$ cat src/rtl/fft_config_pkg.sv
// Shared definitions for the FFT configuration receiver.
// Holds config-word field offsets, the reserved-bit mask helper and the
// receiver state encoding.
package fft_config_pkg;

  localparam int unsigned CFG_W     = 16;
  localparam int unsigned FWD_BIT   = 0;
  localparam int unsigned SCALE_LSB = 1;

  localparam logic [0:0] ST_IDLE    = 1'b0;
  localparam logic [0:0] ST_PENDING = 1'b1;

  // Every bit above the fwd bit and the scale field is reserved.
  function automatic logic [CFG_W-1:0] reserved_mask(input int unsigned scale_w);
    logic [CFG_W-1:0] m;
    m = '0;
    for (int unsigned i = 0; i < CFG_W; i++) begin
      if (i > scale_w) m[i] = 1'b1;
    end
    return m;
  endfunction

endpackage

$ cat src/rtl/fft_config_field_decode.sv
// Combinational split of a config word into its fields.
// Ports:
//   word         in  16-bit config word
//   fwd          out direction bit (1 = forward)
//   scale        out SCALE_W-bit scale schedule
//   reserved_err out high when any reserved bit is set
module fft_config_field_decode
  import fft_config_pkg::*;
#(
  parameter int unsigned SCALE_W = 8
) (
  input  logic [CFG_W-1:0]   word,
  output logic               fwd,
  output logic [SCALE_W-1:0] scale,
  output logic               reserved_err
);

  localparam logic [CFG_W-1:0] RSV_MASK = reserved_mask(SCALE_W);

  always_comb begin
    fwd          = word[FWD_BIT];
    scale        = word[SCALE_LSB +: SCALE_W];
    reserved_err = |(word & RSV_MASK);
  end

endmodule

$ cat src/rtl/fft_config_rx.sv
// FFT configuration receiver: accepts one config word over a stream
// interface, stages it, and applies it to the active configuration only
// between frames (or on the frame_done edge). All outputs are registered.
// Ports:
//   clk, resetn               clock, synchronous active-low reset
//   s_cfg_tvalid/tready/tlast config stream handshake and end marker
//   s_cfg_tdata               config word (bit0 fwd, scale above it)
//   frame_start, frame_done   datapath frame boundary pulses
//   cfg_fwd, cfg_scale_sch    active configuration
//   cfg_pending               a staged word awaits application
//   cfg_apply                 pulse: active config updated this cycle
//   ev_tlast_missing          pulse: accepted word had tlast low
//   ev_reserved               pulse: accepted word had reserved bits set
module fft_config_rx
  import fft_config_pkg::*;
#(
  parameter int unsigned         SCALE_W   = 8,
  parameter logic [SCALE_W-1:0]  DEF_SCALE = 8'h00,
  parameter logic                DEF_FWD   = 1'b1
) (
  input  logic               clk,
  input  logic               resetn,
  input  logic               s_cfg_tvalid,
  output logic               s_cfg_tready,
  input  logic               s_cfg_tlast,
  input  logic [15:0]        s_cfg_tdata,
  input  logic               frame_start,
  input  logic               frame_done,
  output logic               cfg_fwd,
  output logic [SCALE_W-1:0] cfg_scale_sch,
  output logic               cfg_pending,
  output logic               cfg_apply,
  output logic               ev_tlast_missing,
  output logic               ev_reserved
);

  logic [0:0]         state;
  logic               busy;
  logic               staged_fwd;
  logic [SCALE_W-1:0] staged_scale;

  logic               dec_fwd;
  logic [SCALE_W-1:0] dec_scale;
  logic               dec_rsv;
  logic               handshake;
  logic               apply_now;

  fft_config_field_decode #(
    .SCALE_W(SCALE_W)
  ) u_decode (
    .word        (s_cfg_tdata),
    .fwd         (dec_fwd),
    .scale       (dec_scale),
    .reserved_err(dec_rsv)
  );

  assign handshake = (state == ST_IDLE) && s_cfg_tvalid && s_cfg_tready;
  // frame_done lets the apply land on the boundary even if a new frame
  // starts in the same cycle, so that frame picks up the new config.
  assign apply_now = (state == ST_PENDING) && (!busy || frame_done);

  always_ff @(posedge clk) begin
    if (!resetn) begin
      state            <= ST_IDLE;
      busy             <= 1'b0;
      s_cfg_tready     <= 1'b0;
      staged_fwd       <= DEF_FWD;
      staged_scale     <= DEF_SCALE;
      cfg_fwd          <= DEF_FWD;
      cfg_scale_sch    <= DEF_SCALE;
      cfg_pending      <= 1'b0;
      cfg_apply        <= 1'b0;
      ev_tlast_missing <= 1'b0;
      ev_reserved      <= 1'b0;
    end else begin
      cfg_apply        <= 1'b0;
      ev_tlast_missing <= 1'b0;
      ev_reserved      <= 1'b0;

      if (state == ST_IDLE) begin
        s_cfg_tready <= 1'b1;
        if (handshake) begin
          staged_fwd       <= dec_fwd;
          staged_scale     <= dec_scale;
          s_cfg_tready     <= 1'b0;
          cfg_pending      <= 1'b1;
          ev_tlast_missing <= !s_cfg_tlast;
          ev_reserved      <= dec_rsv;
          state            <= ST_PENDING;
        end
      end else if (apply_now) begin
        cfg_fwd       <= staged_fwd;
        cfg_scale_sch <= staged_scale;
        cfg_apply     <= 1'b1;
        cfg_pending   <= 1'b0;
        s_cfg_tready  <= 1'b1;
        state         <= ST_IDLE;
      end

      // start wins over done so back-to-back frames keep busy high
      if (frame_start)     busy <= 1'b1;
      else if (frame_done) busy <= 1'b0;
    end
  end

endmodule

$ cat config.mk
export PLATFORM = sky130hd
export DESIGN_NAME = fft_config_rx
export DESIGN_NICKNAME = d
export VERILOG_FILES = /design/src/rtl/fft_config_pkg.sv /design/src/rtl/fft_config_field_decode.sv /design/src/rtl/fft_config_rx.sv
export SDC_FILE = /design/constraint.sdc
export NUM_CORES = 1
export LEC_CHECK = 0
export BUFFER_PORTS_ARGS = -buffer_cell sky130_fd_sc_hd__buf_2
export CORE_UTILIZATION = 47
export DETAILED_ROUTE_END_ITERATION = 8
export PLACE_DENSITY_LB_ADDON = 0.1
export SYNTH_ARGS = -nofsm -noshare
export SYNTH_HDL_FRONTEND = slang
export SYNTH_SLANG_ARGS = --single-unit
$ cat constraint.sdc
create_clock -name clk -period 2.9 [get_ports clk]
set_input_delay 0.435 -clock clk [delete_from_list [all_inputs] [get_ports clk]]
set_output_delay 0.435 -clock clk [all_outputs]
set_load 0.01 [all_outputs]
==> Implementation_results.wiki <==
{| class="wikitable"
! Metric !! Value
|-
| Max stage delay on crit path || a little over 0.5 ns
|-
| Detailed Routing Iterations Pass 1 || 4
|-
| Cell count after synthesis || 65
|-
| Total wire length || 1380 um
|-
| Crit path launch type || register
|-
| Starting utilization of the core area || 0.510
|-
| Number of clock buffers inserted by TritonCTS || 3
|-
| CP Max Fanout || 10
|-
| Via-to-Cell Ratio || 5.10
|-
| Gp weighted congestion || 0.681
|-
| Number of global-route vias before repair || 519
|-
| Buffers from clock root to sink, at most || 2
|-
| Post-CTS clock slew at the launch and capture registers of the worst setup and hold paths || about 0.12 ns
|-
| Chip Width || around 43 um
|-
| Achievable clock frequency || 0.683 GHz
|-
| Number of H-tree levels || 1
|-
| Antenna diode instance count || 0
|-
| Pwr Density || 551 nW/um^2
|-
| Total buffers and inverters traversed by the critical path || 0
|-
| Total I/O pin count || 36
|-
| Net switching fraction of the power || 0.217
|-
| Data arrival time of the critical path || 1.71 ns
|-
| Most used cells in the layout excluding fill and tap cells || buf_2, dfxtp_1, a22o_1
|-
| Commonest non-fill, non-tap cell in the layout || buf_2
|-
| Number of hold buffers added after cts || 0
|-
| Synthesized area per cell || 12.1 um^2
|-
| WL per Instance || 11.7 um
|-
| Largest regs || cfg_scale_sch x8, staged_scale x8
|-
| Via total after detailed routing || between 600 and 700
|-
| Final setup slack of the worst path || approximately 1.4 ns
|-
| Crit path max-delay cell type || nor2b_1
|-
| Sw Pwr || approximately 0.12 mW
|-
| Share of the yosys chip area belonging to registers || 0.637
|-
| Number of cells upsized or downsized after cts || 0
|-
| GRT Total Usage || 0.168
|-
| Warnings, synthesis || 0
|-
| Std-Cell Rows || 14
|-
| Initial antenna violation count || 0
|-
| Max-slew headroom || 0.578
|-
| Global-route wire length before repair || roughly 2300 um
|-
| Area enclosed by the die boundary || 1840 um^2
|-
| Root buffer cell || clkbuf_4
|-
| Count of antenna-violating nets left after detailed routing || 0
|-
| Number of hold violations in the final report || 0
|-
| Reported max-cap violation count || 0
|-
| Largest voltage drop on the vdd net || 0.383 mV
|-
| Core Area || 1540 um^2
|-
| Number of pins with negative max-slew slack in the final report || 0
|-
| Total Nets Final || 125
|-
| Maximum number of pins on one net before global-route repair || 15
|-
| Setup repair bufs after CTS || 0
|-
| Worst-skew pair later-pin latency || 0.29 ns
|-
| Iter 0 DRT Violations || 11
|-
| Portion of total power attributed to combinational logic || 0.083
|-
| Reg power frac || 0.658
|-
| Remaining routing DRC violations || 0
|-
| Path type of the worst setup path || register to register
|-
| Setup repair after global routing missed its margin || false
|-
| Cell area after synthesis || just under 800 um^2
|-
| Setup violation total in the final timing report || 0
|-
| Sinks on the clock net || 25
|-
| Worst hold path class || primary input to register
|-
| Count of unique library cells instantiated by Yosys || 20
|-
| Setup total negative slack || 0 ns
|-
| Area growth syn-to-layout || 27.1%
|-
| Post-placement setup slack || 1.34 ns
|-
| Vertical die dimension || 42.9 um
|-
| Number of synthesized register bits || 25
|-
| DPL Wire Length || 1050 um
|-
| Result of the run || complete, no violations
|-
| Fin crit period || 1.47 ns
|-
| Net Count, Synth || 87
|-
| Clock network fraction of total power || 0.260
|-
| Required time at the worst-slack endpoint || 3.15 ns
|-
| Cells traversed along the worst timing path || and3b_1 -> nor2b_1 -> o31a_1
|-
| Least-Margin Pin Slew || 0.632 ns
|-
| Fin crit share || 0.505
|-
| Number of port buffers || 35
|-
| Internal Dissipation || 0.431 mW
|-
| Leakage power figure || 0.491 nW
|-
| Sum of overflow across all layers after global routing || 0
|-
| Proportion of layout cells with a drive suffix above 1 || 0.402
|-
| Endpoint class of the critical path || register
|-
| Kind of cell adding the most delay to the critical path || simple AND/OR/NAND/NOR gates
|-
| Clock tree from TritonCTS || yes
|-
| Worst clock skew on the final layout || 0.000944 ns
|-
| Worst-case register-to-register setup slack || 1.43 ns
|}
-- routing by layer --
layer | share of wire | vias to the layer above | GRT usage
met4 | 0.0094 | 0 | 0.0563
met5 | 0 | - | 0
met2 | 0.45 | 15 | 0.233
met1 | 0.50 | 272 | 0.254
li1 | - | 313 | -
met3 | 0.040 | 2 | 0.0383
-- through the flow --
step | utilization | std cells | total power, mW | hold slack (ns) | instance area [um^2]
after floorplan | - | 65 | 0.392 | 0.431 | 786
after global placement | 0.630 | 114 | 0.414 | 0.445 | 971
after detailed placement | 0.630 | 114 | 0.416 | 0.448 | 971
after CTS | 0.648 | 118 | 0.558 | 0.263 | 998
after global routing | 0.648 | 118 | 0.582 | 0.242 | 998
final | 0.648 | 118 | 0.550 | 0.276 | 998
-- cell type report --
type,count,area [um^2]
multi-input combinational,35,264
clock buffer,3,22.5
sequential,25,500
tap,16,20.0
clock inverter,1,5.00
timing repair buffer,35,175
inverter,3,11.3
fill,132,543
-- path summary, 6_finish.rpt --
kind                             start                          end  cells past startpoint
setup / recovery      state$_SDFF_PN0_    s_cfg_tready$_SDFFE_PN0P_                      3
hold / removal             s_cfg_tlast  ev_tlast_missing$_SDFF_PP0_                      2
setup reg to reg      state$_SDFF_PN0_    s_cfg_tready$_SDFFE_PN0P_                      3
hold reg to reg   cfg_fwd$_SDFFE_PN1P_         cfg_fwd$_SDFFE_PN1P_                      2
-- Yosys cell counts --
cell	number	area share
a22o_1	16	0.18
nor3_1	1	0.0064
buf_2	2	0.013
o21a_1	2	0.019
a21boi_2	1	0.014
and2_1	1	0.0080
a21oi_1	1	0.0064
nor2_2	1	0.0080
a2bb2oi_1	1	0.011
nor4_1	1	0.0080
nand2b_1	1	0.0080
and3b_1	1	0.011
nor2b_1	2	0.016
a22oi_1	1	0.0096
inv_1	3	0.014
o31a_1	1	0.011
o21ai_0	1	0.0064
nor2_1	1	0.0048
nand2_1	2	0.0096
dfxtp_1	25	0.64
-- power groups by stage --
stage / clock [mW] / sequential (mW) / combinational, mW
floorplan: 0 / 0.370 / 0.0221
global placement: 0 / 0.369 / 0.0451
detailed placement: 0 / 0.369 / 0.0467
CTS: 0.149 / 0.362 / 0.0468
global route: 0.168 / 0.363 / 0.0511
finish: 0.143 / 0.362 / 0.0456
-- cell families after synthesis --
group / Yosys count / share of synthesized area
AND/OR/NAND/NOR: 11 / 0.0796
flip-flops: 25 / 0.637
AO/OA/AOI/OAI: 24 / 0.256
buffers and inverters: 5 / 0.0271
No activity file was read; power rests on OpenSTA's default activity.
